[src/rtl/mmio_timer.sv]
// -----------------------------------------------------------------------------
// mmio_timer
//   Memory-mapped down-counting timer with a prescaler and an interrupt.
//   Four word registers start at BASE_ADDR:
//     +0 LOAD   (R/W) value copied into COUNT when the timer starts
//     +1 CTRL   (R/W) bit0 en, bit1 irq_en, bit2 auto (only with the macro)
//     +2 COUNT  (RO)  current count
//     +3 STATUS (R/W1C) bit0 done
//   Reads are combinational. Writes land on the next rising clk edge.
//
//   Optional feature macro: TIMER_AUTORELOAD_EN
//     When defined, CTRL bit2 "auto" makes the timer reload COUNT from LOAD
//     on expiry and keep running. When undefined, bit2 reads 0 and is
//     ignored on write.
//
// Ports
//   clk         single clock, rising-edge
//   reset       asynchronous active-high reset
//   mem_cmd     2'b01 read, 2'b10 write, others no-op
//   mem_addr    9-bit word address
//   write_data  16-bit write data
//   read_data   16-bit read data, zero when rd_hit is low
//   rd_hit      read strobe inside the register window (tri-state enable)
//   irq         done AND irq_en
// -----------------------------------------------------------------------------
module mmio_timer #(
    parameter logic [8:0]  BASE_ADDR = 9'h180,
    parameter logic [15:0] PRESCALE  = 16'd50000
) (
    input  logic        clk,
    input  logic        reset,
    input  logic [1:0]  mem_cmd,
    input  logic [8:0]  mem_addr,
    input  logic [15:0] write_data,
    output logic [15:0] read_data,
    output logic        rd_hit,
    output logic        irq
);

    localparam logic [1:0]  CMD_RD    = 2'b01;
    localparam logic [1:0]  CMD_WR    = 2'b10;
    localparam logic [15:0] PRESC_MAX = 16'(PRESCALE - 16'd1);

    typedef enum logic [1:0] {
        IDLE    = 2'd0,
        RUN     = 2'd1,
        EXPIRED = 2'd2
    } state_t;

    state_t      state, state_n;
    logic [15:0] load_q, load_n;
    logic [15:0] count_q, count_n;
    logic [15:0] presc_q, presc_n;
    logic        en_q, en_n;
    logic        irq_en_q, irq_en_n;
    logic        done_q, done_n;
    logic        auto_q;
`ifdef TIMER_AUTORELOAD_EN
    logic        auto_n;
`endif

    // Address decode. The offset is taken modulo the 9-bit address space, so
    // addresses below BASE_ADDR wrap to large offsets and fall outside.
    logic [8:0] offset;
    logic       in_win;
    logic       wr_load, wr_ctrl, wr_status;
    logic       tick;

    assign offset    = mem_addr - BASE_ADDR;
    assign in_win    = (offset < 9'd4);
    assign rd_hit    = (mem_cmd == CMD_RD) && in_win;
    assign wr_load   = (mem_cmd == CMD_WR) && in_win && (offset[1:0] == 2'd0);
    assign wr_ctrl   = (mem_cmd == CMD_WR) && in_win && (offset[1:0] == 2'd1);
    assign wr_status = (mem_cmd == CMD_WR) && in_win && (offset[1:0] == 2'd3);

    // The prescaler only advances in RUN; its last value marks the tick.
    assign tick = (state == RUN) && (presc_q == PRESC_MAX);
    assign irq  = done_q & irq_en_q;

`ifndef TIMER_AUTORELOAD_EN
    assign auto_q = 1'b0;
`endif

    // State register and all timer state
    always_ff @(posedge clk or posedge reset) begin
        if (reset) begin
            state    <= IDLE;
            load_q   <= '0;
            count_q  <= '0;
            presc_q  <= '0;
            en_q     <= 1'b0;
            irq_en_q <= 1'b0;
            done_q   <= 1'b0;
`ifdef TIMER_AUTORELOAD_EN
            auto_q   <= 1'b0;
`endif
        end else begin
            state    <= state_n;
            load_q   <= load_n;
            count_q  <= count_n;
            presc_q  <= presc_n;
            en_q     <= en_n;
            irq_en_q <= irq_en_n;
            done_q   <= done_n;
`ifdef TIMER_AUTORELOAD_EN
            auto_q   <= auto_n;
`endif
        end
    end

    // Next-state and register update logic
    always_comb begin
        state_n  = state;
        load_n   = load_q;
        count_n  = count_q;
        presc_n  = presc_q;
        en_n     = en_q;
        irq_en_n = irq_en_q;
        done_n   = done_q;
`ifdef TIMER_AUTORELOAD_EN
        auto_n   = auto_q;
`endif

        if (wr_load) begin
            load_n = write_data;
        end
        // Clear comes first so that an expiry in the same cycle overrides it.
        if (wr_status && write_data[0]) begin
            done_n = 1'b0;
        end
        if (wr_ctrl) begin
            irq_en_n = write_data[1];
`ifdef TIMER_AUTORELOAD_EN
            auto_n   = write_data[2];
`endif
        end

        case (state)
            IDLE, EXPIRED: begin
                if (wr_ctrl) begin
                    en_n = write_data[0];
                    if (write_data[0]) begin
                        count_n = load_q;
                        presc_n = '0;
                        state_n = RUN;
                    end else begin
                        state_n = IDLE;
                    end
                end
            end
            RUN: begin
                if (wr_ctrl && !write_data[0]) begin
                    // Stop: count and done are frozen where they are.
                    en_n    = 1'b0;
                    state_n = IDLE;
                end else if (tick) begin
                    presc_n = '0;
                    if (count_q != 16'd0) begin
                        count_n = count_q - 16'd1;
                    end else begin
                        done_n = 1'b1;
                        if (auto_q) begin
                            count_n = load_q;
                        end else begin
                            en_n    = 1'b0;
                            state_n = EXPIRED;
                        end
                    end
                end else begin
                    presc_n = presc_q + 16'd1;
                end
            end
            default: begin
                state_n = IDLE;
            end
        endcase
    end

    // Combinational read mux
    always_comb begin
        read_data = 16'h0000;
        if (rd_hit) begin
            case (offset[1:0])
                2'd0:    read_data = load_q;
                2'd1:    read_data = {13'b0, auto_q, irq_en_q, en_q};
                2'd2:    read_data = count_q;
                default: read_data = {15'b0, done_q};
            endcase
        end
    end

endmodule
[config.mk]
export PLATFORM = sky130hd
export DESIGN_NAME = mmio_timer
export DESIGN_NICKNAME = d
export VERILOG_FILES = /design/src/rtl/mmio_timer.sv
export SDC_FILE = /design/constraint.sdc
export NUM_CORES = 1
export LEC_CHECK = 0
export BUFFER_PORTS_ARGS = -buffer_cell sky130_fd_sc_hd__buf_2
export CORE_UTILIZATION = 50
export CTS_CLUSTER_SIZE = 30
export DETAILED_ROUTE_END_ITERATION = 16
export PLACE_DENSITY_LB_ADDON = 0.2
export SYNTH_ARGS = -nofsm -noshare
export SYNTH_HDL_FRONTEND = slang
export SYNTH_SLANG_ARGS = --single-unit
[constraint.sdc]
create_clock -name clk -period 2.3 [get_ports clk]
set_clock_uncertainty 0.2 [all_clocks]
set_input_delay 0.46 -clock clk [delete_from_list [all_inputs] [get_ports clk]]
set_output_delay 0.46 -clock clk [all_outputs]
set_load 0.01 [all_outputs]
# After elaboration in Yosys (flattened, before gate mapping)
# Index checks and enable logic that the tools add are counted.
totals:
  ff_bits: 53
  in_bits: 29
  out_inout_bits: 18
  word_cells: 74
op_classes:
  n_addsub: 3
  magnitude_cmp: 1
  n_eq_ne: 15
  mux: 29
  bitwise: 1
  n_reduce_logical: 18
ops:
  columns: ["operator", "n"]
  rows:
  - ["$mux W16", 10]
  - ["$pmux W16 S2", 2]
  - ["$pmux W16 S3", 1]
  - ["$add A16 B1 Y16 const B", 1]
  - ["$eq A16 B16 Y1 const B", 1]
  - ["$reduce_bool A16 Y1", 1]
  - ["$sub A16 B1 Y16 const B", 1]
  - ["$mux W1", 10]
  - ["$lt A9 B3 Y1 const B", 1]
  - ["$sub A9 B9 Y9 const B", 1]
  - ["$eq A2 B2 Y1 const B", 4]
  - ["$logic_and A1 B1 Y1", 8]
  - ["$mux W2", 4]
  - ["$ne A2 B2 Y1 const B", 4]
  - ["$reduce_and A4 Y1", 2]
  - ["$eq A2 B1 Y1 const B", 3]
  - ["$reduce_and A6 Y1", 1]
  - ["$logic_not A2 Y1", 2]
  - ["$pmux W2 S2", 1]
  - ["$ne A3 B2 Y1 const B", 1]
  - ["$ne A3 B3 Y1 const B", 1]
  - ["$reduce_and A3 Y1", 1]
  - ["$ne A2 B1 Y1 const B", 1]
  - ["$pmux W1 S2", 1]
  - ["4 further kinds", 4]

# Depth between registers and ports, before layout
depth:
  word_depth: 10
  ltp_mapped: 9
  ltp_nobuf: 7

# Worst setup path after synthesis
# OpenSTA, ideal clock, no wires.
synth_path:
  path_kind: "input port to output port"
  start: "input port mem_addr[5]"
  end: "output port read_data[10]"
  t_arrival_ps: 2312
  required_time_ps: 1640
  path_slack_ps: -672
  stages: 5
  n_path_buf: 1
  path_cell_list: "or4_1 nor4b_1 nand2b_1 clkbuf_1 nor2_1"
synth_via:
  elab_chain_len: 4
synth_lines:
  columns: ["item", "line", "text"]
  rows:
  - ["start: declaration", "33", "input logic [8:0] mem_addr,"]
  - ["$sub A9 B9 Y9", "69", "assign offset = mem_addr - BASE_ADDR;"]
  - ["$lt A9 B3 Y1", "70", "assign in_win = (offset < 9'd4);"]
  - ["$logic_and A1 B1 Y1", "71", "assign rd_hit = (mem_cmd == CMD_RD) && in_win;"]
  - ["via rd_hit", "36", "output logic rd_hit,"]
  - ["$mux W16", "182", "if (rd_hit) begin"]
  - ["end: declaration", "35", "output logic [15:0] read_data,"]
# The timed path passes the listed nets, and every way through them passes these cells.

# Worst setup path in the final report
layout_path:
  start: "input port mem_addr[2]"
  end: "output port read_data[4]"
layout_via:
  elab_chain_len: 4
layout_lines:
  columns: ["item", "line"]
  rows:
  - ["$sub A9 B9 Y9", "69"]
  - ["$lt A9 B3 Y1", "70"]
  - ["$logic_and A1 B1 Y1", "71"]
  - ["$mux W16", "182"]
# Every way passes these cells.

==> results.sh <==
export IMPL_status="finished with violations"
export IMPL_violations="setup timing"
export IMPL_grt_pass1_vias=2946
export IMPL_synth_seq_cells=53
export IMPL_start_util_pct=53.0
export IMPL_ys_warn_count=0
export IMPL_grt_pass1_wl_um=13500
export IMPL_finalMaxSlewViolations=0
export IMPL_drc_errors=0
export IMPL_relSlewSlack_pct=65.9
export IMPL_vias=3072
export IMPL_peakVddDrop_mv=0.451
export IMPL_crit_type="in2out"
export IMPL_syn2layout_area_growth_pct=37.3
export IMPL_hold_violations=0
export IMPL_min_period_ns=2.65
export IMPL_antenna_cells=0
export IMPL_synth_yosys_seq_area_share_pct=41.6
export IMPL_holdPathStages=2
export IMPL_timing_final_crit_share_pct=115
export IMPL_clockRootBuffer="clkbuf_8"
export IMPL_ys_types=51
export IMPL_gr_total_overflow=0
export IMPL_avgSynthCellArea_um2=9.20
export IMPL_numClockSinks=53
export IMPL_gp_congestion=0.954
export IMPL_num_rows=28
export IMPL_track_usage_pct=26.3
export IMPL_finalNetCount=456
export IMPL_synth_edf_count=0
export IMPL_htreeDepth=2
export IMPL_cp_start_kind="input port"
export IMPL_dp_hpwl_um=5630
export IMPL_n_fill_cell=438
export IMPL_rr_worst_depth=5
export IMPL_hold_class="in2reg"
export IMPL_antenna_found_initial=0
export IMPL_ant_nets=0
export IMPL_clk_pin_slew_worst_paths_ns=0.11
export IMPL_portBuffers=46
export IMPL_power_density_mw_per_mm2=607
export IMPL_maxCapViolCount=0
export IMPL_cts_tree="done"
export IMPL_finalSetupViolCount=33
export IMPL_drt_pass1_iterations=4
export IMPL_arrival_ns=1.99
export IMPL_placed_cells=486
export IMPL_worst_slew_pin_slew_ns=0.511
export IMPL_die_w_um=81.9
export IMPL_syn_num_nets=378
export IMPL_p_leak_nw=1.86
export IMPL_drt_total_wl_um=8550
export IMPL_fin_cells=501
export IMPL_cts_buffers=5
export IMPL_ys_flop_type="dfrtp_1"
export IMPL_timing_hold_ws_ns=0.166
export IMPL_cp_required_ns=1.64
export IMPL_async_flop_share_pct=100
export IMPL_final_layout_size_suffix_gt1_share_pct=41.1
export IMPL_end_kind="primary output"
export IMPL_clock_latency_ns=0.31
export IMPL_fp_coreArea_mm2=0.00603
export IMPL_grt_max_degree=33
export IMPL_vias_per_cell=6.13
export IMPL_synth_cells=347
export IMPL_die_y_um=81.9
export IMPL_synth_area_mm2=0.00319
export IMPL_drtIter0Drc=189
export IMPL_rsz0062_at_grt="yes"
export IMPL_dieArea_mm2=0.00671
export IMPL_setup_slack_ns=-0.348
export IMPL_io_pins=47
export IMPL_clockBufferDepth=2
export IMPL_avgRoutedWirePerCell_um=17.1
export IMPL_max_freq_mhz=378
export IMPL_path_max_fanout=7
cell usage after synthesis, types with 2 or more instances:
cell	n	area, um^2
or4b_2	2	20.0
inv_1	4	15.0
nand4b_1	4	35.0
or3_1	4	25.0
nor4_1	9	56.3
nor3_1	7	35.0
o21ai_0	17	85.1
nor2_1	35	131
and2_1	7	43.8
a21oi_1	15	75.1
xnor2_1	8	70.1
mux2_2	17	191
o22ai_1	8	50.1
or4_1	3	22.5
a21boi_0	2	15.0
buf_2	7	35.0
or4_4	2	22.5
nand3_1	16	80.1
o32ai_1	2	17.5
and3_1	2	12.5
a31oi_1	15	93.8
nand2_1	32	120
clkbuf_1	13	48.8
o31ai_1	6	45.0
dfrtp_1	53	1330
o41ai_1	2	17.5
a31o_2	2	17.5
nor2b_1	2	12.5
nor4b_1	3	26.3
mux2i_1	15	150
and4_1	2	17.5
ha_1	2	25.0
nand2b_1	7	43.8
nand4_1	5	31.3
cell type report:
class / instances / area [um^2] / area share [%]
clock buffer: 6 / 82.6 / 1.88
clock inverter: 2 / 37.5 / 0.857
inverter: 4 / 15.0 / 0.343
multi-input combinational: 268 / 2070 / 47.2
sequential: 53 / 1330 / 30.3
tap: 75 / 93.8 / 2.14
timing repair buffer: 93 / 758 / 17.3
layout by cell type, fill, tap and decap left out, drive strengths merged, types with 3 or more instances in the layout:
cell type	instances
o21ai	17
a21boi	3
nand2	32
nor3	7
nand4b	4
nor4	9
nor4b	3
clkbuf	6
a31oi	15
buf	92
or4	5
xnor2	8
and2	8
a21oi	15
dfrtp	53
or3	4
inv	4
nand2b	7
o31ai	6
mux2	17
nand4	5
mux2i	15
nand3	16
o22ai	8
nor2	35
sequential cells by signal (all words and copies together) (netlist names):
name,cells
en_q,1
count_q,16
done_q,1
irq_en_q,1
presc_q,16
state,2
load_q,16
path summary, 6_finish.rpt:
kind / start / endpoint / slack, ns
hold reg to reg: presc_q[11]$_DFFE_PP0P_ / presc_q[11]$_DFFE_PP0P_ / 0.32
setup / recovery: mem_addr[2] / read_data[4] / -0.35
hold / removal: write_data[15] / load_q[15]$_DFFE_PP0P_ / 0.17
setup reg to reg: presc_q[12]$_DFFE_PP0P_ / count_q[0]$_DFFE_PP0P_ / -0.07
min in group asynchronous: reset / load_q[14]$_DFFE_PP0P_ / 0.52
max in group asynchronous: reset / irq_en_q$_DFFE_PP0N_ / 0.82
routing by layer:
layer  vias up  GRT usage [%]  wire length, um
met5         -              0                0
li1       1445              -                -
met4         0           7.89              151
met3        19           4.44              353
met1      1511           32.8             3660
met2        97           46.0             4380
power breakdown:
part,switching [mW],internal (mW),leakage (nW)
logic,0.411,0.373,1.09
clock network,0.319,0.354,0.0574
registers,0.152,1.05,0.712
kinds of logic (layout without fill, tap and decap cells):
kind of cell | after synthesis | after routing | share of synthesized area [%]
simple gates | 147 | 148 | 24.5
xor+xnor | 8 | 8 | 2.20
mux | 33 | 33 | 11.4
fa+ha+maj | 2 | 2 | 0.784
compound gates | 77 | 77 | 15.8
flops | 53 | 53 | 41.6
buf+inv | 27 | 105 | 3.80
critical path, cell delays in order:
cell and delay [ns]:
buf_6 0.09, or4_4 0.54, nor4b_4 0.37, nand2b_4 0.14, buf_12 0.18, nor2_4 0.10, buf_6 0.10
what timing repair did:
item                                    CTS  global route
cloned                                    2             0
hold buffers                              1             0
gates resized for setup                  28            31
buffers inserted                          0             5
endpoints found under the hold margin    21             0
pin swaps                                 9             9
endpoints found under the setup margin   35            40
stage by stage:
step | cell area [um^2] | setup WS (ns) | util [%] | TNS, ns | power, mW
after floorplan | 3330 | -0.264 | - | -5.64 | 1.58
after global placement | 3870 | -0.314 | 64.2 | -9.40 | 1.83
after detailed placement | 3870 | -0.348 | 64.2 | -12.15 | 1.85
after CTS | 4180 | -0.336 | 69.3 | -4.98 | 2.55
after global routing | 4380 | -0.390 | 72.7 | -7.67 | 2.80
final | 4380 | -0.348 | 72.7 | -5.68 | 2.66
Note: power is estimated with default switching activity, not from simulation.
